===== src/rtl/mc_pkg.sv =====
// Shared encodings for the multi-cycle MIPS control FSM: states, opcode/funct
// constants, ALU operation codes and PC source selects.
package mc_pkg;

    typedef enum logic [2:0] {
        S_FETCH  = 3'd0,
        S_DECODE = 3'd1,
        S_EXEC   = 3'd2,
        S_MEM    = 3'd3,
        S_WB     = 3'd4,
        S_HALT   = 3'd5
    } state_t;

    localparam logic [5:0] OP_RTYPE = 6'h00;
    localparam logic [5:0] OP_J     = 6'h02;
    localparam logic [5:0] OP_BEQ   = 6'h04;
    localparam logic [5:0] OP_ADDI  = 6'h08;
    localparam logic [5:0] OP_LW    = 6'h23;
    localparam logic [5:0] OP_SW    = 6'h2B;

    localparam logic [5:0] FN_ADD = 6'h20;
    localparam logic [5:0] FN_SUB = 6'h22;
    localparam logic [5:0] FN_AND = 6'h24;
    localparam logic [5:0] FN_OR  = 6'h25;
    localparam logic [5:0] FN_SLT = 6'h2A;

    localparam logic [2:0] ALU_AND = 3'd0;
    localparam logic [2:0] ALU_OR  = 3'd1;
    localparam logic [2:0] ALU_ADD = 3'd2;
    localparam logic [2:0] ALU_SUB = 3'd6;
    localparam logic [2:0] ALU_SLT = 3'd7;

    localparam logic [1:0] PC_SEQ = 2'd0;
    localparam logic [1:0] PC_BR  = 2'd1;
    localparam logic [1:0] PC_JMP = 2'd2;

    function automatic logic opcode_legal(input logic [5:0] op);
        return (op == OP_RTYPE) || (op == OP_J) || (op == OP_BEQ) ||
               (op == OP_ADDI) || (op == OP_LW) || (op == OP_SW);
    endfunction

endpackage


===== src/rtl/mc_ctrl_alu_dec.sv =====
// R-type funct to ALU operation decoder; flags functs the datapath cannot execute.
module mc_alu_dec
    import mc_pkg::*;
(
    input  logic [5:0] funct,
    output logic [2:0] alu_op,
    output logic       bad
);

    always_comb begin
        alu_op = ALU_ADD;
        bad    = 1'b0;
        case (funct)
            FN_ADD:  alu_op = ALU_ADD;
            FN_SUB:  alu_op = ALU_SUB;
            FN_AND:  alu_op = ALU_AND;
            FN_OR:   alu_op = ALU_OR;
            FN_SLT:  alu_op = ALU_SLT;
            default: bad    = 1'b1;
        endcase
    end

endmodule


===== src/rtl/mc_ctrl.sv =====
// Multi-cycle MIPS control FSM: FETCH/DECODE/EXEC/MEM/WB with a memory-ready stall.
// Optional macro MC_CTRL_PERF_EN adds cycle and retired-instruction counters.
//
// state  | meaning
// FETCH  | read instruction; on mem_ready load IR and PC+4
// DECODE | latch opcode/funct, trap unsupported encodings
// EXEC   | ALU op; beq/j resolve the PC and retire here
// MEM    | lw/sw access, held until mem_ready
// WB     | register file write, retire
// HALT   | illegal instruction seen; only reset leaves
module mc_ctrl
    import mc_pkg::*;
#(
    parameter int ALU_W = 3,
    parameter int CNT_W = 32
) (
    input  logic             clk,
    input  logic             rst_n,
    input  logic [5:0]       opcode,
    input  logic [5:0]       funct,
    input  logic             zero,
    input  logic             mem_ready,
    output logic             ir_write,
    output logic             pc_write,
    output logic [1:0]       pc_src,
    output logic             reg_dst,
    output logic             reg_write,
    output logic             alu_src,
    output logic [ALU_W-1:0] alu_op,
    output logic             mem_read,
    output logic             mem_write,
    output logic             mem2reg,
    output logic             retire,
    output logic             illegal
`ifdef MC_CTRL_PERF_EN
    ,
    output logic [CNT_W-1:0] cyc_cnt,
    output logic [CNT_W-1:0] ret_cnt
`endif
);

    if (ALU_W < 3 || CNT_W < 1) begin : g_param_check
        $error("mc_ctrl: ALU_W must be >= 3 and CNT_W >= 1");
    end

    state_t     state;
    logic [5:0] op_q;
    logic [5:0] fn_q;
    logic       illegal_q;
    logic [5:0] fn_sel;
    logic [2:0] dec_op;
    logic       dec_bad;
    logic [2:0] alu_op3;

    // One decoder serves both the DECODE legality check (live funct) and EXEC (latched).
    assign fn_sel = (state == S_DECODE) ? funct : fn_q;

    mc_alu_dec u_alu_dec (
        .funct  (fn_sel),
        .alu_op (dec_op),
        .bad    (dec_bad)
    );

    always_ff @(posedge clk) begin
        if (!rst_n) begin
            state     <= S_FETCH;
            op_q      <= '0;
            fn_q      <= '0;
            illegal_q <= 1'b0;
        end else begin
            case (state)
                S_FETCH: if (mem_ready) state <= S_DECODE;
                S_DECODE: begin
                    op_q <= opcode;
                    fn_q <= funct;
                    if (!opcode_legal(opcode) || (opcode == OP_RTYPE && dec_bad)) begin
                        state     <= S_HALT;
                        illegal_q <= 1'b1;
                    end else begin
                        state <= S_EXEC;
                    end
                end
                S_EXEC: begin
                    case (op_q)
                        OP_LW, OP_SW:       state <= S_MEM;
                        OP_RTYPE, OP_ADDI:  state <= S_WB;
                        default:            state <= S_FETCH;
                    endcase
                end
                S_MEM: if (mem_ready) state <= (op_q == OP_LW) ? S_WB : S_FETCH;
                S_WB:     state <= S_FETCH;
                default:  state <= S_HALT;
            endcase
        end
    end

    always_comb begin
        ir_write  = 1'b0;
        pc_write  = 1'b0;
        pc_src    = PC_SEQ;
        reg_dst   = 1'b0;
        reg_write = 1'b0;
        alu_src   = 1'b0;
        alu_op3   = ALU_ADD;
        mem_read  = 1'b0;
        mem_write = 1'b0;
        mem2reg   = 1'b0;
        retire    = 1'b0;
        illegal   = illegal_q;
        case (state)
            S_FETCH: begin
                mem_read = 1'b1;
                if (mem_ready) begin
                    ir_write = 1'b1;
                    pc_write = 1'b1;
                end
            end
            S_EXEC: begin
                case (op_q)
                    OP_RTYPE: alu_op3 = dec_op;
                    OP_ADDI, OP_LW, OP_SW: alu_src = 1'b1;
                    OP_BEQ: begin
                        alu_op3 = ALU_SUB;
                        retire  = 1'b1;
                        if (zero) begin
                            pc_write = 1'b1;
                            pc_src   = PC_BR;
                        end
                    end
                    OP_J: begin
                        pc_write = 1'b1;
                        pc_src   = PC_JMP;
                        retire   = 1'b1;
                    end
                    default: ;
                endcase
            end
            S_MEM: begin
                alu_src = 1'b1;
                if (op_q == OP_LW) begin
                    mem_read = 1'b1;
                end else begin
                    mem_write = 1'b1;
                    retire    = mem_ready;
                end
            end
            S_WB: begin
                reg_write = 1'b1;
                retire    = 1'b1;
                if (op_q == OP_RTYPE) reg_dst = 1'b1;
                if (op_q == OP_LW) begin
                    mem2reg = 1'b1;
                    alu_src = 1'b1;
                end
            end
            default: ;
        endcase
        if (!rst_n) begin
            ir_write  = 1'b0;
            pc_write  = 1'b0;
            pc_src    = 2'd0;
            reg_dst   = 1'b0;
            reg_write = 1'b0;
            alu_src   = 1'b0;
            alu_op3   = 3'd0;
            mem_read  = 1'b0;
            mem_write = 1'b0;
            mem2reg   = 1'b0;
            retire    = 1'b0;
            illegal   = 1'b0;
        end
        alu_op = ALU_W'(alu_op3);
    end

`ifdef MC_CTRL_PERF_EN
    always_ff @(posedge clk) begin
        if (!rst_n) begin
            cyc_cnt <= '0;
            ret_cnt <= '0;
        end else begin
            if (state != S_HALT) cyc_cnt <= cyc_cnt + CNT_W'(1);
            if (retire)          ret_cnt <= ret_cnt + CNT_W'(1);
        end
    end
`endif

endmodule


===== config.mk =====
export PLATFORM = sky130hd
export DESIGN_NAME = mc_ctrl
export DESIGN_NICKNAME = d
export VERILOG_FILES = /design/src/rtl/mc_pkg.sv /design/src/rtl/mc_ctrl_alu_dec.sv /design/src/rtl/mc_ctrl.sv
export SDC_FILE = /design/constraint.sdc
export NUM_CORES = 1
export LEC_CHECK = 0
export CELL_PAD_IN_SITES_DETAIL_PLACEMENT = 2
export CELL_PAD_IN_SITES_GLOBAL_PLACEMENT = 2
export CORE_MARGIN = 1.5
export CORE_UTILIZATION = 26
export DETAILED_ROUTE_END_ITERATION = 10
export PLACE_DENSITY_LB_ADDON = 0.08
export SLEW_MARGIN = 30
export SYNTH_ARGS = -nofsm -noshare
export SYNTH_HDL_FRONTEND = slang
export SYNTH_SLANG_ARGS = --single-unit

===== constraint.sdc =====
create_clock -name clk -period 2.45 [get_ports clk]
set_input_delay 0.6125 -clock clk [delete_from_list [all_inputs] [get_ports clk]]
set_output_delay 0.6125 -clock clk [all_outputs]
set_load 0.02 [all_outputs]

Word-level counts from Yosys, hierarchy flattened
Cells that the tools add are included.

word-level totals
  flip-flop bits (word level) = 16

operators by class
  reductions and logical operators = 18
  eq/ne operators = 21
  muxes and demuxes = 44

operator list
  kind                                                             count
  6-bit == test, second input constant                             9
  1-bit two-way mux                                                25
  3-bit two-way mux                                                6
  3-bit case mux with 5 select lines                               1
  6-bit by 2-bit == test with 1-bit output, second input constant  2
  6-bit by 3-bit == test with 1-bit output, second input constant  2
  6-bit by 4-bit == test with 1-bit output, second input constant  2
  6-bit logical NOT                                                2
  3-bit case mux with 2 select lines                               2
  3-bit case mux with 4 select lines                               1
  3-bit by 2-bit == test with 1-bit output, second input constant  2
  1-bit logical OR                                                 6
  6-bit two-way mux                                                1
  1-bit case mux with 2 select lines                               3
  1-bit case mux with 3 select lines                               2
  2-bit OR reduction                                               3
  5-bit OR reduction                                               1
  2-bit two-way mux                                                2
  2-bit != test, second input constant                             2
  2-bit case mux with 2 select lines                               1
  2-bit AND reduction                                              2
  3-bit by 1-bit == test with 1-bit output, second input constant  1
  3-bit == test, second input constant                             1
  3-bit logical NOT                                                1
  other kinds (3)                                                  3

Depth between registers and ports, before layout
Gate-level depths: netlist (run 1).

  word-level depth = 10
  depth in mapped cells = 6
  mapped depth without buffers = 4

Hierarchy
A second synthesis (run 1) with hierarchy kept.

second synthesis, totals
  cell total of the unflattened synthesis = 130
  area total of the unflattened synthesis = 1128.6 µm²

by module, submodules not included
  module      cells an instance  instances  seq. area each (µm²)  area each (µm²)
  mc_ctrl     120                1          320.3                 1044.8
  mc_alu_dec  10                 1          0.0                   83.8

Least setup slack after synthesis (run 1)
OpenSTA, ideal clock, no wires.

  path type = input port to output port
  start = in rst_n
  end = out mem2reg
  arrival time = 1.637 ns
  stages on the path = 3
  buffers on the path = 1
  slack = 0.201 ns
  path through = clkbuf_1 -> nand3_1 -> nor4_1

between the ends
  word-level cells in the longest chain between the ends = 1

RTL lines
  what               RTL line        RTL
  start, declared    mc_ctrl.sv:18   input logic rst_n,
  1-bit two-way mux  mc_ctrl.sv:158  if (!rst_n) begin
  end, declared      mc_ctrl.sv:32   output logic mem2reg,

No other way between the ends.

Final worst setup path (run 1)
  start = reg op_q[0]
  end = out alu_op[1]

between the ends
  word-level cells in the longest chain between the ends = 4
  elaborated cells between the ends (all ways) = 5
  those cells by class = eq/ne: 1; mux: 3; reduce/logical: 1

RTL lines
  what                                                                           RTL line        RTL
  start, declared                                                                mc_ctrl.sv:47   logic [5:0] op_q;
  start signal, assigned                                                         mc_ctrl.sv:74   op_q <= opcode;
  6-bit by 3-bit == test with 1-bit output or 6-bit logical NOT (tied branches)  mc_ctrl.sv:119  case (op_q)
  3-bit case mux with 2 select lines *                                           mc_ctrl.sv:119
  3-bit two-way mux *                                                            mc_ctrl.sv:110  case (state)
  3-bit two-way mux *                                                            mc_ctrl.sv:158
  end, declared                                                                  mc_ctrl.sv:29   output logic [ALU_W-1:0] alu_op,

Mark *: on every way between the ends. The rest lies on a longest branch, timed or not.

==> metrics list, run 1 <==
* Met3 WL: 81 um
- Most area-consuming cells after synthesis: sky130_fd_sc_hd__dfxtp_1 27%, sky130_fd_sc_hd__nand2_1 9.7%, sky130_fd_sc_hd__a21oi_1 6.6%, sky130_fd_sc_hd__nor2_1 3.7%, sky130_fd_sc_hd__clkbuf_1 3.1%
- Share of the core filled with cells in the final layout: 42.4%
- Via count: 1505
- Subtracting the final worst setup slack from the clock period gives 2.42 ns.
* Clock Power Share: 28.4%
* Yosys reg bits: 16
* Total of fill cells in the finished design: 522
* Area share of the leading cell type in the synthesized netlist: 26.6%
- CTS tree: yes
- Using the TritonRoute via totals, the vias-per-cell ratio works out to 5.39.
- The share of the Yosys chip area taken by registers is 26.6%.
* MaxCap Viol Count: 0
* Metal2 WL: 2.60 mm
- In this run the number of H-tree levels came out at 1.
- Clock transition at the register clock pins on the worst setup and hold paths after CTS: 0.07 ns
- Entering global routing, the biggest net connects 14 pins.
- The tightest min-delay check is of the reg2reg type.
- The first global-routing pass estimated 8.22 mm of wire.
- From synthesis to final layout, the design area changed by 55.5%.
- Most frequent cell after synthesis: sky130_fd_sc_hd__nand2_1
- Met1 Wirelength: 2.26 mm
- P_leak: 0.000806 uW
- In this run the power density over the cells is 450 mW/mm^2.
* Netlist cell types: 44
* Sequential share of power: 36.1%
- The final critical path takes up 98.7% of the cycle.
- The worst register-to-register path has a setup slack of 0.63 ns.
- Cell-internal power: 561 uW
- Setup slack after layout: 0.0316 ns
* Number of cell instances on the worst register-to-register path: 5
- The highest metal layer carrying signal wires in the routed design is met4.
* Number of enable flip-flop cells after synthesis: 0
- The synthesized netlist occupies a cell area of 0.00120 mm^2.
* Final Hold Vio Count: 0
- Final Instance Area: 0.00187 mm^2
* Run status: complete, no violations
- Mean Syn Cell Area: 7.26 um^2
* Placed standard-cell area: 0.00180 mm^2
* Number of antenna violations at the first check in global routing: 0
- In the routed design, unresolved DRC markers number 0.
* Initial Util: 27.3%
- Share of synthesized flip-flops with an asynchronous set or reset: 0%
- Of all cell types, the one taking the most synthesized area is sky130_fd_sc_hd__dfxtp_1.
* Net Count, Synth: 182
* Worst Setup End Kind: primary output
- Root buf cell: sky130_fd_sc_hd__clkbuf_8
- Net switching is 33.4% of the power.
- The number of global-route vias before repair is 1626.
* Cells on Worst Hold Path: 2
- Wire length per cell after detailed routing: 18.0 um
* Sw Pwr: 282 uW
- Class of the most critical setup path: reg2out
- Number of warnings reported in the yosys synthesis log: 0
- Die span in x: 71.1 um
* Residual overflow from global routing: 0
* Number of sinks driven by the clock tree: 16
- Die area: 0.00505 mm^2
- Setup repair after global routing missed its margin: true
- Worst Skew: 0.00184 ns
* Count of boundary I/O pins: 31
- Number of clock buffers inserted by TritonCTS: 3
* Clk Latency, worst-skew pair: 0.25 ns
- Synthesized netlist cell count: 166
- Largest buffer count on any clock path: 2
* Final max-slew violation count: 0
- Worst ir drop on vdd: 0.266 mV
* Peak Freq: 413 MHz
- Core outline area: 0.00441 mm^2
- Detailed-placement wirelength estimate: 3.96 mm
- Hold Worst Slack: 0.461 ns
- Core Rows: 24
- Setup violations remaining at the end of the flow were counted as 0.
- Summing all flip-flop and latch instances after layout gives 323 um^2.
- Headroom to the max-slew limit came out at 69.3%.
- Drt pass-1 iters: 4
- Worst endpoint data arrival time: 1.81 ns
- Transition time of the tightest slew-check pin: 0.456 ns
* Ratio of cells with drive above 1 in the final layout: 30.4%
- Iteration-0 DRC Markers: 53
* IO buf count: 30
- Global-route total usage across every layer: 20.6%
* Routed Antenna Nets: 0
- Final GP Congestion: 0.860
- Layout Nets: 244
* Multi-input logic area: 845 um^2
* Worst slack after detailed placement: -0.586 ns
* Most used DFF post-synth: sky130_fd_sc_hd__dfxtp_1
- CP max FO: 4
- Routed wire length: 5.01 mm
- Type of origin of the critical path: flip-flop
- Combinational group share of total power: 35.5%
- Die Ht: 71.1 um
* Required @ worst endpoint: 1.84 ns
- Most instantiated cells after synthesis: 31 x sky130_fd_sc_hd__nand2_1, 16 x sky130_fd_sc_hd__a21oi_1, 16 x sky130_fd_sc_hd__dfxtp_1
* Diode count: 0
-- cell usage in the layout, fill, tap and decap left out, types with 2 or more instances in the layout --
| master | netlist | final |
|---|---|---|
| sky130_fd_sc_hd__inv_1 | 8 | 8 |
| sky130_fd_sc_hd__o31ai_1 | 2 | 2 |
| sky130_fd_sc_hd__nand2_1 | 31 | 31 |
| sky130_fd_sc_hd__nand4_1 | 3 | 3 |
| sky130_fd_sc_hd__nor3_1 | 7 | 6 |
| sky130_fd_sc_hd__dfxtp_1 | 16 | 14 |
| sky130_fd_sc_hd__clkbuf_2 | 0 | 3 |
| sky130_fd_sc_hd__clkdlybuf4s50_1 | 0 | 9 |
| sky130_fd_sc_hd__o21ai_1 | 2 | 3 |
| sky130_fd_sc_hd__a221oi_2 | 2 | 2 |
| sky130_fd_sc_hd__nor4_2 | 1 | 2 |
| sky130_fd_sc_hd__a31oi_1 | 4 | 4 |
| sky130_fd_sc_hd__nor4_1 | 4 | 2 |
| sky130_fd_sc_hd__buf_4 | 0 | 39 |
| sky130_fd_sc_hd__dfxtp_2 | 0 | 2 |
| sky130_fd_sc_hd__nor2_1 | 12 | 11 |
| sky130_fd_sc_hd__o2111ai_2 | 2 | 2 |
| sky130_fd_sc_hd__o21ai_0 | 5 | 4 |
| sky130_fd_sc_hd__a21oi_1 | 16 | 16 |
| sky130_fd_sc_hd__buf_2 | 1 | 3 |
| sky130_fd_sc_hd__nor2b_1 | 5 | 3 |
| sky130_fd_sc_hd__nand3_1 | 4 | 4 |
| sky130_fd_sc_hd__nand2b_1 | 4 | 4 |
| sky130_fd_sc_hd__dlygate4sd2_1 | 0 | 11 |
| sky130_fd_sc_hd__and4b_1 | 2 | 2 |
| sky130_fd_sc_hd__and2_1 | 2 | 2 |
| sky130_fd_sc_hd__mux2i_1 | 2 | 2 |
| sky130_fd_sc_hd__nor2b_4 | 0 | 2 |
| sky130_fd_sc_hd__clkdlybuf4s15_2 | 0 | 2 |
| sky130_fd_sc_hd__clkbuf_8 | 0 | 4 |
-- stage by stage --
step           total power [uW]  setup TNS [ns]  cells
6_report                    843               0    279
5_1_grt                     892          -0.113    279
4_1_cts                     844               0    279
3_5_place_dp                605           -6.20    274
3_3_place_gp                591           -6.10    274
2_1_floorplan               446               0    166
-- layer usage --
layer	up-vias	global-route usage, %
met1	751	25.8
met3	8	1.71
met5	-	0
li1	722	-
met4	0	5.87
met2	24	37.6
-- power groups by stage --
stage	Sequential, uW	Clock [uW]	Combinational (uW)
5_1_grt	307	259	326
4_1_cts	304	244	296
3_3_place_gp	307	0	284
2_1_floorplan	299	0	147
6_report	304	239	299
3_5_place_dp	309	0	296
-- sequential cells by signal, summed over array words and instances (netlist names) --
signal / count
op_q: 6
fn_q: 6
state: 3
illegal_q: 1
-- cell families (layout without fill, tap and decap cells) --
| kind of cell | count (synthesis) | count (layout) | share of synthesized area, % |
|---|---|---|---|
| compound gates | 45 | 45 | 26.2 |
| flops | 16 | 16 | 26.6 |
| simple gates | 82 | 82 | 37.9 |
| xor+xnor | 1 | 1 | 0.727 |
| mux | 2 | 2 | 1.66 |
| buf+inv | 20 | 81 | 6.96 |
-- repair_timing --
item / 4_1_cts / 5_1_grt
gates resized for setup: 47 / 15
hold buffers: 0 / 0
pin swaps: 4 / 3
endpoints found under the setup margin: 15 / 9
endpoints found under the hold margin: 0 / 0
buffers inserted: 1 / 0
-- worst paths after layout --
check | startpoint | endpoint
worst min register to register | fn_q[5] | fn_q[5]
worst max register to register | state[2] | state[2]
worst min-delay path | fn_q[5] | fn_q[5]
worst max-delay path | op_q[0] | alu_op[1]
-- worst max-delay path, cell delays in order (launching register included) --
cell                            delay (ns)
sky130_fd_sc_hd__dfxtp_1              0.32
sky130_fd_sc_hd__nor4_2               0.26
sky130_fd_sc_hd__buf_4                0.17
sky130_fd_sc_hd__nand2b_1             0.13
sky130_fd_sc_hd__nor4_2               0.28
sky130_fd_sc_hd__nor2_1               0.07
sky130_fd_sc_hd__dlygate4sd2_1        0.32
-- area by class of cell --
cell class	instances	area share (%)
Timing Repair Buffer	69	29.7
Tap cell	52	3.47
Sequential cell	16	17.2
Inverter	8	1.60
Clock buffer	4	2.94
Multi-Input combinational cell	130	45.1
(Power assumes the default switching activity.)
==> run 2: changes to the inputs <==
- ABC_CLOCK_PERIOD_IN_PS: default -> 2450
==> results of run 2 <==
Same layout as run 1: the final DEF is identical, and so are final timing and power.
